## src/rtl/requant_ctrl_pkg.sv

```systemverilog
// Shared types and constants for the requantize/pack datapath.
package dpu_pkg;

  localparam int WORD_W  = 32;   // packed output word width
  localparam int PACK    = 4;    // INT8 results per output word
  localparam int BYTE_W  = 8;
  localparam int ACC_W   = 32;   // signed accumulator width
  localparam int SCALE_W = 16;   // unsigned scale width
  localparam int CNT_W   = 21;   // element counter width (num_ch * num_pix)
  localparam int PROD_W  = ACC_W + SCALE_W + 1;

  typedef enum logic [1:0] {
    ST_IDLE  = 2'd0,
    ST_RUN   = 2'd1,
    ST_DRAIN = 2'd2
  } state_t;

  // Saturate a wide signed value to the INT8 range [-128, 127].
  function automatic logic [BYTE_W-1:0] sat_s8(input logic signed [PROD_W-1:0] v);
    if (v > $signed(PROD_W'(127))) begin
      return 8'h7F;
    end else if (v < -$signed(PROD_W'(128))) begin
      return 8'h80;
    end else begin
      return v[BYTE_W-1:0];
    end
  endfunction

endpackage

```

## src/rtl/requant_ctrl_requantize.sv

```systemverilog
// One-cycle requantizer: floor(acc * scale >> SCALE_Q), saturated to INT8.
module requant_ctrl_requantize
  import dpu_pkg::*;
#(
  parameter int SCALE_Q = 16
) (
  input  logic                     clk,
  input  logic                     rst_n,
  input  logic                     valid_i,
  input  logic signed [ACC_W-1:0]  acc_i,
  input  logic [SCALE_W-1:0]       scale_i,
  output logic                     done_o,
  output logic [BYTE_W-1:0]        result_o
);

  logic signed [PROD_W-1:0] acc_x;
  logic signed [PROD_W-1:0] scale_x;
  logic signed [PROD_W-1:0] prod;
  logic signed [PROD_W-1:0] shifted;
  logic [BYTE_W-1:0]        result_d;
  logic                     done_q;
  logic [BYTE_W-1:0]        result_q;

  // Scale is unsigned, so it is zero-extended; the product always fits PROD_W.
  assign acc_x    = {{(PROD_W-ACC_W){acc_i[ACC_W-1]}}, acc_i};
  assign scale_x  = {{(PROD_W-SCALE_W){1'b0}}, scale_i};
  assign prod     = acc_x * scale_x;
  assign shifted  = prod >>> SCALE_Q;   // arithmetic shift gives floor
  assign result_d = sat_s8(shifted);

  // Register the saturated result and its valid flag.
  always_ff @(posedge clk) begin
    if (!rst_n) begin
      done_q   <= 1'b0;
      result_q <= '0;
    end else begin
      done_q <= valid_i;
      if (valid_i) begin
        result_q <= result_d;
      end
    end
  end

  assign done_o   = done_q;
  assign result_o = result_q;

endmodule

```

## src/rtl/requant_ctrl.sv

```systemverilog
// Tile controller: per-channel scale table, requantize stage and INT8 packer.
//
// Handshakes: a transfer happens on a rising edge where valid && ready are
// both high. valid, once raised, holds with stable payload until accepted;
// ready may depend combinationally on the consumer's ready (in_ready follows
// out_ready) but never on the producer's valid.
module requant_ctrl
  import dpu_pkg::*;
#(
  parameter int NUM_CH  = 16,
  parameter int SCALE_Q = 16
) (
  input  logic                        clk,
  input  logic                        rst_n,
  input  logic                        cfg_we,
  input  logic [$clog2(NUM_CH)-1:0]   cfg_addr,
  input  logic [SCALE_W-1:0]          cfg_scale,
  input  logic                        start,
  input  logic [$clog2(NUM_CH):0]     num_ch,
  input  logic [15:0]                 num_pix,
  input  logic                        in_valid,
  output logic                        in_ready,
  input  logic signed [ACC_W-1:0]     in_acc,
  output logic                        out_valid,
  input  logic                        out_ready,
  output logic [WORD_W-1:0]           out_data,
  output logic                        out_last,
  output logic                        busy,
  output logic                        done,
  output state_t                      dbg_state
);

  localparam int AW = $clog2(NUM_CH);

  // FSM and tile counters
  state_t           state_q, state_d;
  logic             done_q, done_d;
  logic             start_acc;
  logic [AW:0]      num_ch_q;
  logic [AW-1:0]    ch_idx_q;
  logic [CNT_W-1:0] elem_left_q;
  logic             last_res_q;     // final element's result is in the requantizer

  // Scale table (not reset)
  logic [SCALE_W-1:0] table_q [NUM_CH];

  // Packer and output register
  logic [WORD_W-1:0] buf_q, buf_d;
  logic [1:0]        lane_q, lane_d;
  logic              flush_q, flush_d;
  logic              out_valid_q, out_valid_d;
  logic [WORD_W-1:0] out_data_q, out_data_d;
  logic              out_last_q, out_last_d;
  logic              load;
  logic [WORD_W-1:0] load_data;
  logic              load_last;
  logic [WORD_W-1:0] merged;

  // Requantizer interface
  logic              req_done;
  logic [BYTE_W-1:0] req_result;

  logic              out_free;
  logic              out_fire;
  logic              in_fire;
  logic              tile_empty;
  logic [CNT_W-1:0]  tile_total;
  logic              ch_last;

  assign out_free   = !out_valid_q || out_ready;
  assign out_fire   = out_valid_q && out_ready;
  assign in_ready   = (state_q == ST_RUN) && (elem_left_q != '0) && out_free;
  assign in_fire    = in_valid && in_ready;
  assign tile_empty = (num_ch == '0) || (num_pix == '0);
  assign tile_total = CNT_W'(num_ch) * CNT_W'(num_pix);
  assign ch_last    = ({1'b0, ch_idx_q} == (num_ch_q - (AW+1)'(1)));

  // Next-state logic; an empty tile only produces a done pulse.
  always_comb begin
    state_d   = state_q;
    done_d    = 1'b0;
    start_acc = 1'b0;
    case (state_q)
      ST_IDLE: begin
        if (start) begin
          if (tile_empty) begin
            done_d = 1'b1;
          end else begin
            start_acc = 1'b1;
            state_d   = ST_RUN;
          end
        end
      end
      ST_RUN: begin
        if (in_fire && (elem_left_q == CNT_W'(1))) begin
          state_d = ST_DRAIN;
        end
      end
      ST_DRAIN: begin
        if (out_fire && out_last_q) begin
          state_d = ST_IDLE;
          done_d  = 1'b1;
        end
      end
      default: state_d = ST_IDLE;
    endcase
  end

  // State register and done pulse.
  always_ff @(posedge clk) begin
    if (!rst_n) begin
      state_q <= ST_IDLE;
      done_q  <= 1'b0;
    end else begin
      state_q <= state_d;
      done_q  <= done_d;
    end
  end

  // Tile shape capture, element countdown and channel index.
  always_ff @(posedge clk) begin
    if (!rst_n) begin
      num_ch_q    <= '0;
      ch_idx_q    <= '0;
      elem_left_q <= '0;
      last_res_q  <= 1'b0;
    end else begin
      last_res_q <= in_fire && (elem_left_q == CNT_W'(1));
      if (start_acc) begin
        num_ch_q    <= num_ch;
        ch_idx_q    <= '0;
        elem_left_q <= tile_total;
      end else if (in_fire) begin
        elem_left_q <= elem_left_q - CNT_W'(1);
        if (ch_last) begin
          ch_idx_q <= '0;
        end else begin
          ch_idx_q <= ch_idx_q + AW'(1);
        end
      end
    end
  end

  // Scale table writes are accepted only while idle, freezing scales per tile.
  always_ff @(posedge clk) begin
    if (cfg_we && (state_q == ST_IDLE)) begin
      table_q[cfg_addr] <= cfg_scale;
    end
  end

  requant_ctrl_requantize #(
    .SCALE_Q (SCALE_Q)
  ) u_requantize (
    .clk      (clk),
    .rst_n    (rst_n),
    .valid_i  (in_fire),
    .acc_i    (in_acc),
    .scale_i  (table_q[ch_idx_q]),
    .done_o   (req_done),
    .result_o (req_result)
  );

  // Packer: fill lanes 0..3; a full word or the final partial word is loaded
  // into the output register. A full word never meets a stalled output
  // register because in_ready already required it to be free.
  always_comb begin
    buf_d     = buf_q;
    lane_d    = lane_q;
    flush_d   = flush_q;
    load      = 1'b0;
    load_data = '0;
    load_last = 1'b0;
    merged    = buf_q;
    merged[{lane_q, 3'b000} +: BYTE_W] = req_result;
    if (req_done) begin
      if (lane_q == 2'(PACK-1)) begin
        load      = 1'b1;
        load_data = merged;
        load_last = last_res_q;
        buf_d     = '0;
        lane_d    = '0;
      end else if (last_res_q) begin
        buf_d   = merged;
        lane_d  = lane_q + 2'd1;
        flush_d = 1'b1;
      end else begin
        buf_d  = merged;
        lane_d = lane_q + 2'd1;
      end
    end else if (flush_q && out_free) begin
      load      = 1'b1;
      load_data = buf_q;
      load_last = 1'b1;
      buf_d     = '0;
      lane_d    = '0;
      flush_d   = 1'b0;
    end
  end

  // Output register next state: load wins, otherwise drop after acceptance.
  always_comb begin
    out_valid_d = out_valid_q;
    out_data_d  = out_data_q;
    out_last_d  = out_last_q;
    if (load) begin
      out_valid_d = 1'b1;
      out_data_d  = load_data;
      out_last_d  = load_last;
    end else if (out_fire) begin
      out_valid_d = 1'b0;
      out_last_d  = 1'b0;
    end
  end

  // Packer and output registers.
  always_ff @(posedge clk) begin
    if (!rst_n) begin
      buf_q       <= '0;
      lane_q      <= '0;
      flush_q     <= 1'b0;
      out_valid_q <= 1'b0;
      out_data_q  <= '0;
      out_last_q  <= 1'b0;
    end else begin
      buf_q       <= buf_d;
      lane_q      <= lane_d;
      flush_q     <= flush_d;
      out_valid_q <= out_valid_d;
      out_data_q  <= out_data_d;
      out_last_q  <= out_last_d;
    end
  end

  assign out_valid = out_valid_q;
  assign out_data  = out_data_q;
  assign out_last  = out_last_q;
  assign busy      = (state_q != ST_IDLE);
  assign done      = done_q;
  assign dbg_state = state_q;

endmodule

```

## config.mk

```make
export PLATFORM = sky130hd
export DESIGN_NAME = requant_ctrl
export DESIGN_NICKNAME = d
export VERILOG_FILES = /design/src/rtl/requant_ctrl_pkg.sv /design/src/rtl/requant_ctrl_requantize.sv /design/src/rtl/requant_ctrl.sv
export SDC_FILE = /design/constraint.sdc
export NUM_CORES = 2
export LEC_CHECK = 0
export CAP_MARGIN = 20
export CELL_PAD_IN_SITES_DETAIL_PLACEMENT = 0
export CELL_PAD_IN_SITES_GLOBAL_PLACEMENT = 1
export CORE_MARGIN = 2
export CORE_UTILIZATION = 30
export CTS_CLUSTER_SIZE = 24
export DETAILED_ROUTE_END_ITERATION = 7
export GPL_ROUTABILITY_DRIVEN = 0
export GPL_TIMING_DRIVEN = 0
export PLACE_DENSITY = 0.56
export SYNTH_ARGS = -nofsm -noshare
export SYNTH_HDL_FRONTEND = slang
export SYNTH_SLANG_ARGS = --single-unit
```

## constraint.sdc

```tcl
create_clock -name clk -period 13.1 [get_ports clk]
set_input_delay 2.62 -clock clk [delete_from_list [all_inputs] [get_ports clk]]
set_output_delay 2.62 -clock clk [all_outputs]
set_load 0.005 [all_outputs]
```

==> flow_metrics.env <==
export IMPL_htree_num_levels=2
export IMPL_dpl_hpwl_mm=85.4
export IMPL_synth_common_cells="inv_1 (615), fa_1 (529), nand2_1 (434)"
export IMPL_syn_nets=4091
export IMPL_wl_per_cell_um=21.6
export IMPL_grt_antenna_before_repair=4
export IMPL_hold_class="reg -> reg"
export IMPL_end_kind="register"
export IMPL_clockBufferDepth=3
export IMPL_drt_iter0_drc=1620
export IMPL_synth_top_cell_area_share_pct=30.3
export IMPL_numPortBuffers=114
export IMPL_avgSynthCellArea_um2=10.5
export IMPL_rsz0062_at_grt="no"
export IMPL_fmax_ghz=0.0875
export IMPL_antenna_left=0
export IMPL_drt_wl_total_mm=109
export IMPL_finalCritPeriodShare_pct=87.3
export IMPL_start_util_pct=30.2
export IMPL_synth_warning_count=0
export IMPL_cp_arrival_ns=11.84
export IMPL_yosys_area_top_type="fa_1"
export IMPL_worst_pin_slew_ns=1.08
export IMPL_globalRouteOverflowTotal=0
export IMPL_hold_buffers=0
export IMPL_final_area_um2=39600
export IMPL_num_fill_cells=11800
export IMPL_synth_most_common_cell="inv_1"
export IMPL_viasPerCell=4.81
export IMPL_path_max_fanout=10
export IMPL_criticalPathCategory="in -> reg"
export IMPL_netlist_area_um2=35000
export IMPL_synth_area_leaders="fa_1 (30%), edfxtp_1 (22%), dfxtp_1 (6.6%)"
export IMPL_tns_ns=0
export IMPL_grt_start_max_net_pins=18
export IMPL_async_flop_share_pct=0
export IMPL_worstSetupStartpoint="in_acc[25]"
export IMPL_r2r_end="u_requantize.result_o[6]"
export IMPL_numCtsBuffers=35
export IMPL_relSlewSlack_pct=27.9
export IMPL_hold_depth=2
export IMPL_die_h_um=346
export IMPL_ys_ff_latch=372
export IMPL_utilization_pct=34.2
export IMPL_cp_required_ns=13.51
export IMPL_maxCapViolations=0
export IMPL_drive_gt1_share_pct=5.72
export IMPL_rows=125
export IMPL_dr_pass1_iters=6
export IMPL_reg2reg_slack_ns=1.72
export IMPL_slew_violations=0
export IMPL_setup_worst_path_start_class="input pin"
export IMPL_synth_seq_area_share_pct=28.6
export IMPL_top_layer_used="met4"
export IMPL_syn_to_final_growth_pct=13.3
export IMPL_postCtsSetupBuffers=0
export IMPL_cts_resized=0
export IMPL_track_usage_pct=18.5
export IMPL_cts_clk_slew_worst_paths_ns=0.06
export IMPL_finalNonFillerCells=5060
export IMPL_cts_tree="yes"
export IMPL_ys_flop_type="edfxtp_1"
export IMPL_io_pins=118
export IMPL_dieWidth_um=346
export IMPL_cp_endpoint="u_requantize.result_o[6]"
export IMPL_synth_edff_count=256
export IMPL_clkSinkCount=372
export IMPL_setup_violations=0
export IMPL_nets=4268
export IMPL_num_vias=24300
export IMPL_core_area_um2=116000
export IMPL_wl_met1_mm=49.6
export IMPL_min_period_ns=11.43
export IMPL_finalHoldViolCount=0
export IMPL_dr_wl_met3_mm=4.83
export IMPL_status="complete, no violations"
export IMPL_dpl_cell_count=4991
export IMPL_drc=0
export IMPL_clkLatencyLatePin_ns=0.55
export IMPL_post_dp_cell_area_um2=38500
export IMPL_root_buffer="clkbuf_16"
export IMPL_grt_pass1_wl_mm=167
export IMPL_grt_pass1_vias=26000
export IMPL_skew_ns=0.0215
export IMPL_postSynthCellCount=3329
export IMPL_wl_met2_mm=52.2
export IMPL_die_area_um2=119000
export IMPL_reg2reg_depth=28
export IMPL_yosysUniqueCellTypes=79
## worst min path at each step
stage	from	to	slack [ns]
2_1_floorplan	num_ch_q[4]	num_ch_q[4]	0.45
5_1_grt	out_data[27]	out_data[27]	0.47
6_report	out_data[27]	out_data[27]	0.45
4_1_cts	out_data[27]	out_data[27]	0.46
3_3_place_gp	out_data[22]	out_data[22]	0.45
3_5_place_dp	out_data[27]	out_data[27]	0.45
## registers in the layout, indices dropped and copies added (netlist names), named ones only
register               flops
elem_left_q               21
buf_q                     32
out_data                  32
num_ch_q                   5
u_requantize.result_o      8
done                       1
out_valid                  1
u_requantize.done_o        1
table_q                  256
lane_q                     2
last_res_q                 1
out_last                   1
flush_q                    1
dbg_state                  2
ch_idx_q                   4
## cells by family after synthesis
group	after synthesis	share of synthesized area, %
multiplexers	84	5.27
AND/OR/NAND/NOR	1013	13.9
AO/OA/AOI/OAI	352	6.69
adder cells (fa/ha/maj)	683	35.8
XOR/XNOR	60	1.50
buffers and inverters	765	8.24
flip-flops	372	28.6
## worst max-delay path, stage by stage
cell             delay [ns]
clkdlybuf4s50_1        0.92
clkbuf_1               0.65
nand2_1                0.17
fa_1                   0.54
fa_1                   0.52
fa_1                   0.52
inv_1                  0.05
fa_1                   0.49
fa_1                   0.50
inv_1                  0.05
fa_1                   0.47
inv_1                  0.04
ha_1                   0.25
buf_2                  0.22
and4_1                 0.34
and4_1                 0.30
nand2_1                0.08
a311oi_1               0.76
o31ai_1                0.31
xnor2_1                0.45
o2111ai_1              0.19
nor4_1                 0.48
nand4_1                0.21
o41ai_4                0.54
a21oi_1                0.13
## metrics by stage
| stage | hold slack, ns | worst slack [ns] |
|---|---|---|
| floorplan | 0.447 | 3.78 |
| global placement | 0.445 | 1.13 |
| detailed placement | 0.448 | 1.19 |
| CTS | 0.457 | 1.57 |
| global route | 0.471 | 1.07 |
| finish | 0.451 | 1.67 |
## layer usage
metal	track usage (%)	vias to the layer above
met5	0	-
met4	4.69	0
met3	1.89	83
met2	31.2	564
met1	25.6	12600
li1	-	11100
## area by class of cell
cell class / instances / area, µm² / area share, %
diodes: 4 / 10.0 / 0.0252
multi-input cells: 2192 / 22200 / 55.9
well taps: 1524 / 1910 / 4.81
flip-flops and latches: 372 / 10000 / 25.2
clock inverters: 18 / 181 / 0.458
plain buffers: 150 / 576 / 1.45
repair buffers: 140 / 1550 / 3.90
clock buffers: 45 / 943 / 2.38
inverters: 615 / 2310 / 5.82
## placed cells by master (no fill, tap or decap), types with 114 or more instances in the layout
cell	count
clkbuf_1	145
inv_1	615
clkdlybuf4s50_1	114
dfxtp_1	116
edfxtp_1	256
fa_1	529
nor2_1	127
a21oi_1	117
nand2_1	434
ha_1	154
and2_1	259
Power is not shown: default switching activity piles up to over one toggle a cycle in this logic, so the estimate is an artifact.
